**config.mk**
```make
export PLATFORM = sky130hd
export DESIGN_NAME = boundary_value_loader
export DESIGN_NICKNAME = d
export VERILOG_FILES = /design/src/rtl/boundary_value_loader_pkg.sv /design/src/rtl/boundary_tick_divider.sv /design/src/rtl/boundary_value_loader.sv
export SDC_FILE = /design/constraint.sdc
export NUM_CORES = 1
export LEC_CHECK = 0
export BUFFER_PORTS_ARGS = -buffer_cell sky130_fd_sc_hd__buf_2
export CORE_ASPECT_RATIO = 0.9
export CORE_MARGIN = 2
export CORE_UTILIZATION = 50
export CTS_BUF_LIST = sky130_fd_sc_hd__clkbuf_2
export CTS_CLUSTER_DIAMETER = 100
export DETAILED_ROUTE_END_ITERATION = 10
export HOLD_SLACK_MARGIN = 0.06
export PLACE_DENSITY_LB_ADDON = 0.15
export SYNTH_ARGS = -nofsm -noshare
export SYNTH_HDL_FRONTEND = slang
export SYNTH_HIERARCHICAL = 1
export SYNTH_SLANG_ARGS = --single-unit
```
**constraint.sdc**
```tcl
create_clock -name Clk -period 2.1 [get_ports Clk]
set_input_delay 0.315 -clock Clk [delete_from_list [all_inputs] [get_ports Clk]]
set_output_delay 0.315 -clock Clk [all_outputs]
set_load 0.01 [all_outputs]
```
**src/rtl/boundary_value_loader_pkg.sv**
```systemverilog
// rtl/boundary_value_loader_pkg.sv - shared states and default sizing for the boundary value loader
package boundary_value_loader_pkg;

  typedef enum logic [2:0] {
    ST_IDLE,
    ST_LOAD,
    ST_APPLY,
    ST_RUN,
    ST_FIN
  } bvl_state_e;

  localparam int BVL_NUM_CELLS = 8;
  localparam int BVL_DATA_W    = 8;
  localparam int BVL_TICK_DIV  = 4;
  localparam int BVL_STEP_W    = 16;
  localparam int BVL_IDX_W     = $clog2(BVL_NUM_CELLS);

endpackage

```
**src/rtl/boundary_tick_divider.sv**
```systemverilog
// rtl/boundary_tick_divider.sv - modulo-TICK_DIV counter emitting one tick per wrap
module boundary_tick_divider #(
  parameter int TICK_DIV = 4
) (
  input  logic Clk,
  input  logic Reset,
  input  logic clr,
  input  logic en,
  output logic tick
);

  localparam int CW = (TICK_DIV > 1) ? $clog2(TICK_DIV) : 1;

  logic [CW-1:0] r_cnt;
  logic          w_wrap;

  assign w_wrap = (r_cnt == CW'(TICK_DIV - 1));
  assign tick   = en && w_wrap;

  always_ff @(posedge Clk) begin
    if (Reset || clr) begin
      r_cnt <= '0;
    end else if (en) begin
      r_cnt <= w_wrap ? '0 : r_cnt + 1'b1;
    end
  end

endmodule

```
**src/rtl/boundary_value_loader.sv**
```systemverilog
// rtl/boundary_value_loader.sv - loads boundary cell values, applies them, then runs timed ticks (optional BOUNDARY_LOADER_CHECKSUM_EN)
module boundary_value_loader
  import boundary_value_loader_pkg::*;
#(
  parameter int NUM_CELLS = BVL_NUM_CELLS,
  parameter int DATA_W    = BVL_DATA_W,
  parameter int TICK_DIV  = BVL_TICK_DIV,
  parameter int STEP_W    = BVL_STEP_W
) (
  input  logic                        Clk,
  input  logic                        Reset,
  input  logic                        start,
  input  logic [STEP_W-1:0]           num_steps,
  input  logic                        in_valid,
  input  logic [DATA_W-1:0]           in_data,
`ifdef BOUNDARY_LOADER_CHECKSUM_EN
  output logic [DATA_W-1:0]           checksum,
`endif
  output logic                        in_ready,
  output logic [NUM_CELLS*DATA_W-1:0] init_vals,
  output logic                        von_neumann,
  output logic                        tick,
  output logic                        busy,
  output logic                        done
);

  localparam int IW = (NUM_CELLS > 1) ? $clog2(NUM_CELLS) : 1;

  bvl_state_e                        r_state;
  bvl_state_e                        w_next;
  logic [IW-1:0]                     r_idx;
  logic [NUM_CELLS-1:0][DATA_W-1:0]  r_init;
  logic [STEP_W-1:0]                 r_steps;
  logic [STEP_W-1:0]                 r_remain;
  logic                              r_vn;
  logic                              w_in_ready;
  logic                              w_tick;
  logic                              w_done;
  logic                              w_xfer;
  logic                              w_last_byte;
  logic                              w_last_step;
  logic                              w_accept;
  logic                              w_div_tick;

  assign w_accept    = (r_state == ST_IDLE) && start;
  assign w_xfer      = (r_state == ST_LOAD) && in_valid;
  assign w_last_byte = (r_idx == IW'(NUM_CELLS - 1));
  assign w_last_step = (r_remain == STEP_W'(1));

  boundary_tick_divider #(
    .TICK_DIV (TICK_DIV)
  ) u_div (
    .Clk   (Clk),
    .Reset (Reset),
    .clr   (r_state == ST_APPLY),
    .en    (r_state == ST_RUN),
    .tick  (w_div_tick)
  );

  always_comb begin
    w_next     = r_state;
    w_in_ready = 1'b0;
    w_tick     = 1'b0;
    w_done     = 1'b0;
    case (r_state)
      ST_IDLE: begin
        if (start) w_next = ST_LOAD;
      end
      ST_LOAD: begin
        w_in_ready = 1'b1;
        if (w_xfer && w_last_byte) w_next = ST_APPLY;
      end
      ST_APPLY: begin
        w_tick = 1'b1;
        w_next = (r_steps == '0) ? ST_FIN : ST_RUN;
      end
      ST_RUN: begin
        w_tick = w_div_tick;
        if (w_div_tick && w_last_step) w_next = ST_FIN;
      end
      ST_FIN: begin
        w_done = 1'b1;
        w_next = ST_IDLE;
      end
      default: w_next = ST_IDLE;
    endcase
  end

  always_ff @(posedge Clk) begin
    if (Reset) begin
      r_state  <= ST_IDLE;
      r_idx    <= '0;
      r_init   <= '0;
      r_steps  <= '0;
      r_remain <= '0;
      r_vn     <= 1'b0;
    end else begin
      r_state <= w_next;
      if (w_accept) begin
        r_steps  <= num_steps;
        r_remain <= num_steps;
        r_idx    <= '0;
      end
      if (w_xfer) begin
        r_init[r_idx] <= in_data;
        r_idx         <= r_idx + 1'b1;
      end
      if ((r_state == ST_RUN) && w_div_tick) begin
        r_remain <= r_remain - 1'b1;
      end
      // select follows the state being entered and holds through IDLE/LOAD
      if (w_next == ST_APPLY) begin
        r_vn <= 1'b0;
      end else if ((w_next == ST_RUN) || (w_next == ST_FIN)) begin
        r_vn <= 1'b1;
      end
    end
  end

`ifdef BOUNDARY_LOADER_CHECKSUM_EN
  logic [DATA_W-1:0] r_sum;

  always_ff @(posedge Clk) begin
    if (Reset || w_accept) begin
      r_sum <= '0;
    end else if (w_xfer) begin
      r_sum <= r_sum + in_data;
    end
  end

  assign checksum = r_sum;
`endif

  assign in_ready    = w_in_ready;
  assign init_vals   = r_init;
  assign von_neumann = r_vn;
  assign tick        = w_tick;
  assign busy        = (r_state != ST_IDLE);
  assign done        = w_done;

endmodule

```
==> results.toml, run 1 <==
[worst_setup_path]
endpoint_kind = "output port"
critical_path_peak_fanout = 2
worstSetupStartpointType = "register"
worstSetupPathType = "register to output port"
worst-endpoint-arrival_ps = 1730
critical_path_required_ps = 1780

[timing]
rsz_0062_raised_after_global_routing = "true"
worst_slew_pin_slew_ps = 712
finalSetupViolations = 0
setup_total_negative_slack_ps = 0
timing.final.hold_violations = 0
slew-limit-headroom_pct = 52.6
hold_ws_ps = 144
postLayoutSetupSlackWorst_ps = 59.9
setup_skew_after_layout_ps = 48.6
achievable-frequency_ghz = 0.490
layout_worst_path_cycle_share_pct = 97.1
drv_slew = 0
period_needed_ps = 2040

[clock_network]
clock_latency_ps = 600
cts_htree_levels = 3
cts.sinks = 105
tritoncts = "yes"
numCtsBuffers = 9
ctsRootBufferMaster = "sky130_fd_sc_hd__clkbuf_2"
clkSlewWorstSetupHoldPaths_ps = 290
ctsLongestPathBuffers = 2

[power_and_ir_drop]
internal_power_mw = 2.39
peakVddDrop_mv = 0.391
clkPwrFrac_pct = 27.8
comb_power_share_pct = 10.1
switching_share_pct = 28.7
total_power_mw = 3.35
switch_pwr_mw = 0.963
p_leak_nw = 2.35
power.density_mw_per_mm2 = 636
share_seq_of_total_power_pct = 62.2

[placed_design]
placedInstanceArea_mm2 = 0.00481
io_buffers = 96
place.detailed.instances = 635
gpl.final_weighted_congestion = 0.801
detailedPlace.worstSlack_ps = 25.4
dp_hpwl_um = 6870

[synth]
ys_ff_latch = 105
netlist_top_cells_count = "105 x sky130_fd_sc_hd__dfxtp_1, 67 x sky130_fd_sc_hd__nor2_1, 57 x sky130_fd_sc_hd__mux2i_1"
compound_cell_area_share_of_the_yosys_netlist_pct = 9.44
synth_area_leaders = "sky130_fd_sc_hd__dfxtp_1 50%, sky130_fd_sc_hd__mux2i_1 14%, sky130_fd_sc_hd__nor2_1 6.0%"
post_synth_instance_area_mm2 = 0.00419
async_flop_share_pct = 0
synth_simple_gate_area_share_pct = 21.3
yosysUniqueCellTypes = 48
mapped_avg_cell_area_um2 = 9.19
mappedNetlistNets = 489
yosysWarnings = 6
synth_flop_cell = "sky130_fd_sc_hd__dfxtp_1"
synth.most_common_cell = "sky130_fd_sc_hd__dfxtp_1"
synth_top_area_share_pct = 50.2
synth-xor-area-share_pct = 0
synth_enable_flop_cells = 0
synthesis.instances = 456
synth_seq_area_share_pct = 50.2
synth_top_family_by_area = "simple AND/OR/NAND/NOR gates"
synth_adder_area_share_pct = 1.49
post-synth-top-area-cell = "sky130_fd_sc_hd__dfxtp_1"
synth.mux.area_fraction_pct = 13.9

[die]
floorplan.die.width_um = 100
row_count = 31
start_util_pct = 51.7
design.die.area_mm2 = 0.00913
top_level_ports = 97
coreArea_mm2 = 0.00811
dieHeight_um = 90.8

[detailed_routing]
num_vias = 3660
wl_um = 10200
avgRoutedWirePerCell_um = 14.9
final_antenna_net_count = 0
drt_first_pass_iters = 4
average_via_count_per_standard_cell = 5.36
dr.first_iter.drc_count = 91
post-route-drc-count = 0

[final_layout]
post_route_cells_drive_above_1_share_pct = 27.9
seq_area_mm2 = 0.00210
antennaDiodeCount = 0
num-nets-final = 612
layout_filler_cell_count = 707
utilization_pct = 65.1
final_cell_area_mm2 = 0.00528
layoutNonFillerInstCount = 683
area_occupied_by_multi_input_gates_mm2 = 0.00198
synthToLayoutAreaGrowth_pct = 25.9

[grt]
overflow = 0
global_route.usage.total_pct = 23.0
pin_count_of_the_biggest_net_entering_global_routing = 68
number_of_global_route_vias_before_repair = 3520
grt_pass1_wl_um = 16800
antenna_found_initial = 0

[run_status]
result_of_the_run = "completed"

[hold_path]
min-delay-path-class = "primary input to register"

[run]
maxCapViolations = 0
==> power groups by stage <==
| stage | sequential, mW | clock, mW | combinational, mW |
|---|---|---|---|
| global placement | 2.12 | 0 | 0.284 |
| global route | 2.09 | 1.04 | 0.375 |
| detailed placement | 2.12 | 0 | 0.289 |
| CTS | 2.08 | 0.959 | 0.330 |
| floorplan | 2.11 | 0 | 0.189 |
| finish | 2.08 | 0.932 | 0.338 |
==> cells in the final DEF, fill, tap and decap left out, types with 4 or more instances in the layout <==
| cell | n |
|---|---|
| sky130_fd_sc_hd__nor2_1 | 65 |
| sky130_fd_sc_hd__buf_4 | 25 |
| sky130_fd_sc_hd__mux2i_1 | 57 |
| sky130_fd_sc_hd__ha_1 | 5 |
| sky130_fd_sc_hd__o211ai_1 | 7 |
| sky130_fd_sc_hd__a31oi_1 | 9 |
| sky130_fd_sc_hd__nor4_1 | 5 |
| sky130_fd_sc_hd__nand3_1 | 15 |
| sky130_fd_sc_hd__buf_2 | 95 |
| sky130_fd_sc_hd__clkbuf_2 | 9 |
| sky130_fd_sc_hd__dlygate4sd3_1 | 26 |
| sky130_fd_sc_hd__a21oi_1 | 31 |
| sky130_fd_sc_hd__or3_1 | 4 |
| sky130_fd_sc_hd__dfxtp_1 | 103 |
| sky130_fd_sc_hd__nand2_1 | 53 |
| sky130_fd_sc_hd__nor3_1 | 5 |
==> logic make-up (layout without fill, tap and decap cells) <==
logic type	count (synthesis)	after routing
AND/OR/NAND/NOR	185	185
flip-flops	105	105
AO/OA/AOI/OAI	64	64
multiplexers	58	58
buffers and inverters	39	167
adder cells (fa/ha/maj)	5	5
==> final cells by class <==
cell class              count  area share (%)
well taps                  99            2.35
inverters                   4           0.284
clock buffers               9           0.853
repair buffers            147            17.7
clock inverters             7            1.38
multi-input cells         312            37.6
flip-flops and latches    105            39.9
==> per-layer routing <==
| metal | global-route usage (%) | up-vias | wire (um) |
|---|---|---|---|
| li1 | - | 1831 | - |
| met2 | 34.7 | 97 | 4610 |
| met4 | 5.71 | 0 | 127 |
| met5 | 0 | - | 0 |
| met1 | 32.1 | 1721 | 4900 |
| met3 | 7.35 | 11 | 563 |
==> worst paths after layout <==
path	start	to	slack, ps	depth (start not counted)
min reg2reg	r_steps[0]	r_steps[0]	470	2
max reg2reg	r_state[2]	r_remain[7]	60	8
min	in_valid	r_idx[0]	140	4
max	r_state[2]	tick	60	7
==> worst max-delay path, stage by stage (launching register included) <==
cell and delay [ps]:
sky130_fd_sc_hd__dfxtp_2 390, sky130_fd_sc_hd__nand2b_4 150, sky130_fd_sc_hd__nor2_4 90, sky130_fd_sc_hd__and2_4 150, sky130_fd_sc_hd__buf_6 90, sky130_fd_sc_hd__inv_2 30, sky130_fd_sc_hd__a21oi_2 110, sky130_fd_sc_hd__buf_2 140
==> state kept, by name (all words and copies together) (netlist names) <==
signal,flops
r_state,3
r_remain,16
von_neumann,1
init_vals,64
r_steps,16
r_idx,3
u_div/r_cnt,2
==> timing repair <==
action,in CTS,in global routing
endpoints found under the hold margin,73,0
pin swaps,2,5
endpoints found under the setup margin,3,14
setup buffers,2,4
hold buffers,26,0
resized for setup,6,9
(Power assumes the default switching activity.)
==> inputs of run 2 (changes only) <==
--- a/config.mk
+++ b/config.mk
@@ -6,7 +6,6 @@
 export NUM_CORES = 1
 export LEC_CHECK = 0
 export BUFFER_PORTS_ARGS = -buffer_cell sky130_fd_sc_hd__buf_2
-export CORE_ASPECT_RATIO = 0.9
 export CORE_MARGIN = 2
 export CORE_UTILIZATION = 50
 export CTS_BUF_LIST = sky130_fd_sc_hd__clkbuf_2
==> results.toml, run 2 (synthesized netlist as in run 1, its figures left out) <==
[clock_network]
ctsRootBufferMaster = "sky130_fd_sc_hd__clkbuf_2"
cts.sinks = 105
ctsLongestPathBuffers = 2
tritoncts = "yes"
numCtsBuffers = 9
clock_latency_ps = 580
clkSlewWorstSetupHoldPaths_ps = 300
cts_htree_levels = 3

[final_layout]
synthToLayoutAreaGrowth_pct = 27.3
post_route_cells_drive_above_1_share_pct = 28.5
num-nets-final = 617
layout_common_cells = "102 x sky130_fd_sc_hd__dfxtp_1, 96 x sky130_fd_sc_hd__buf_2, 66 x sky130_fd_sc_hd__nor2_1, 57 x sky130_fd_sc_hd__mux2i_1, 53 x sky130_fd_sc_hd__nand2_1"
utilization_pct = 65.2
antennaDiodeCount = 0
largest_register_ff_count = 64
final_cell_area_mm2 = 0.00533
mostFrequentLayoutCell = "sky130_fd_sc_hd__dfxtp_1"
layout_filler_cell_count = 721

[worst_setup_path]
critical_path.reg2reg.endpoint = "u_div/r_cnt[0]"
worst_r2r_path_depth = 13
worst-endpoint-arrival_ps = 2540
critical_path_required_ps = 2620
worst-r2r-setup-slack_ps = 70
crit_path_end = "u_div/r_cnt[0]"
critical_path_peak_fanout = 3
worstReg2RegStart = "r_state[2]"
endpoint_kind = "register"
crit_start = "r_state[2]"
worstSetupStartpointType = "register"
worstSetupPathType = "register to register"

[power_and_ir_drop]
total_power_mw = 3.34
peakVddDrop_mv = 0.450
share_seq_of_total_power_pct = 62.5
internal_power_mw = 2.39
comb_power_share_pct = 10.1
p_leak_nw = 2.38
power.density_mw_per_mm2 = 626
switch_pwr_mw = 0.947
clkPwrFrac_pct = 27.4
switching_share_pct = 28.4

[die]
design.die.area_mm2 = 0.00913
start_util_pct = 51.3
dieHeight_um = 95.5
floorplan.die.width_um = 95.5
coreArea_mm2 = 0.00818
row_count = 33
top_level_ports = 97

[grt]
antenna_found_initial = 0
number_of_global_route_vias_before_repair = 3367
grt_pass1_wl_um = 16300
overflow = 0
pin_count_of_the_biggest_net_entering_global_routing = 80
global_route.usage.total_pct = 23.0

[detailed_routing]
drt_first_pass_iters = 4
final_antenna_net_count = 0
wl_um = 10300
post-route-drc-count = 0
num_vias = 3634
dr.first_iter.drc_count = 108
avgRoutedWirePerCell_um = 14.8
average_via_count_per_standard_cell = 5.24

[run_status]
result_of_the_run = "completed"

[placed_design]
dp_hpwl_um = 7050
gpl.final_weighted_congestion = 0.872
io_buffers = 96
detailedPlace.worstSlack_ps = 96.8
placedInstanceArea_mm2 = 0.00480

[timing]
postLayoutSetupSlackWorst_ps = 72.0
period_needed_ps = 2030
rsz_0062_raised_after_global_routing = "true"
layout_worst_path_cycle_share_pct = 96.6
timing.final.hold_violations = 0
finalSetupViolations = 0
setup_skew_after_layout_ps = 43.7
drv_slew = 0
worst_slew_pin_slew_ps = 505
achievable-frequency_ghz = 0.493
hold_ws_ps = 476
slew-limit-headroom_pct = 66.3

[hold_path]
min-delay-path-class = "register to register"

[run]
maxCapViolations = 0
[run 2: critical path: stages (launching register included)]
cell                       delay, ps
sky130_fd_sc_hd__dfxtp_2         380
sky130_fd_sc_hd__nand2b_4        150
sky130_fd_sc_hd__nor2_4           90
sky130_fd_sc_hd__buf_4           110
sky130_fd_sc_hd__buf_4            90
sky130_fd_sc_hd__buf_4            90
sky130_fd_sc_hd__buf_4            90
sky130_fd_sc_hd__buf_4            90
sky130_fd_sc_hd__buf_4            90
sky130_fd_sc_hd__buf_4            90
sky130_fd_sc_hd__buf_4            90
sky130_fd_sc_hd__buf_6            80
sky130_fd_sc_hd__or3b_4          370
sky130_fd_sc_hd__a211oi_2        210
[run 2: cell type report]
type	count	area, um2	area share (%)
clock inverter	7	68.8	1.29
clock buffer	9	45.0	0.844
timing repair buffer	152	988	18.5
tap	105	131	2.46
sequential	105	2110	39.5
inverter	4	15.0	0.281
multi-input combinational	312	1980	37.1
[run 2: metal layers]
layer | GRT usage, % | vias up | part of all wire (%)
met5 | 0 | - | 0
met4 | 6.19 | 0 | 1.4
met3 | 8.38 | 15 | 6.2
met2 | 38.6 | 89 | 49
met1 | 27.9 | 1689 | 44
li1 | - | 1841 | -
[run 2: worst min-delay path by stage]
stage | end | start | slack [ps] | depth (start not counted)
finish | init_vals[15] | init_vals[15] | 480 | 2
global route | r_remain[12] | num_steps[12] | 460 | 4
CTS | r_steps[9] | num_steps[9] | 470 | 4
floorplan | u_div/r_cnt[0] | Reset | 380 | 1
detailed placement | r_steps[0] | r_steps[0] | 450 | 2
global placement | r_steps[4] | r_steps[4] | 440 | 2
[run 2: what timing repair did]
| action | in CTS | in global routing |
|---|---|---|
| endpoints found under the setup margin | 1 | 13 |
| hold endpoints to repair | 74 | 0 |
| gates cloned | 0 | 0 |
| hold buffers | 27 | 0 |
| resized for setup | 4 | 14 |
| setup buffers | 10 | 3 |
| pin swaps | 2 | 5 |
[run 2: metrics by stage]
stage          cells  setup TNS (ps)
5_1_grt          694           -23.1
6_report         694               0
3_5_place_dp     639               0
3_3_place_gp     639               0
2_1_floorplan    456               0
4_1_cts          692               0
[run 2: power groups by stage]
stage          combinational, mW  clock (mW)  sequential (mW)
6_report                   0.337       0.916             2.09
5_1_grt                    0.371        1.02             2.10
4_1_cts                    0.328       0.951             2.09
3_5_place_dp               0.289           0             2.12
3_3_place_gp               0.282           0             2.12
2_1_floorplan              0.189           0             2.11
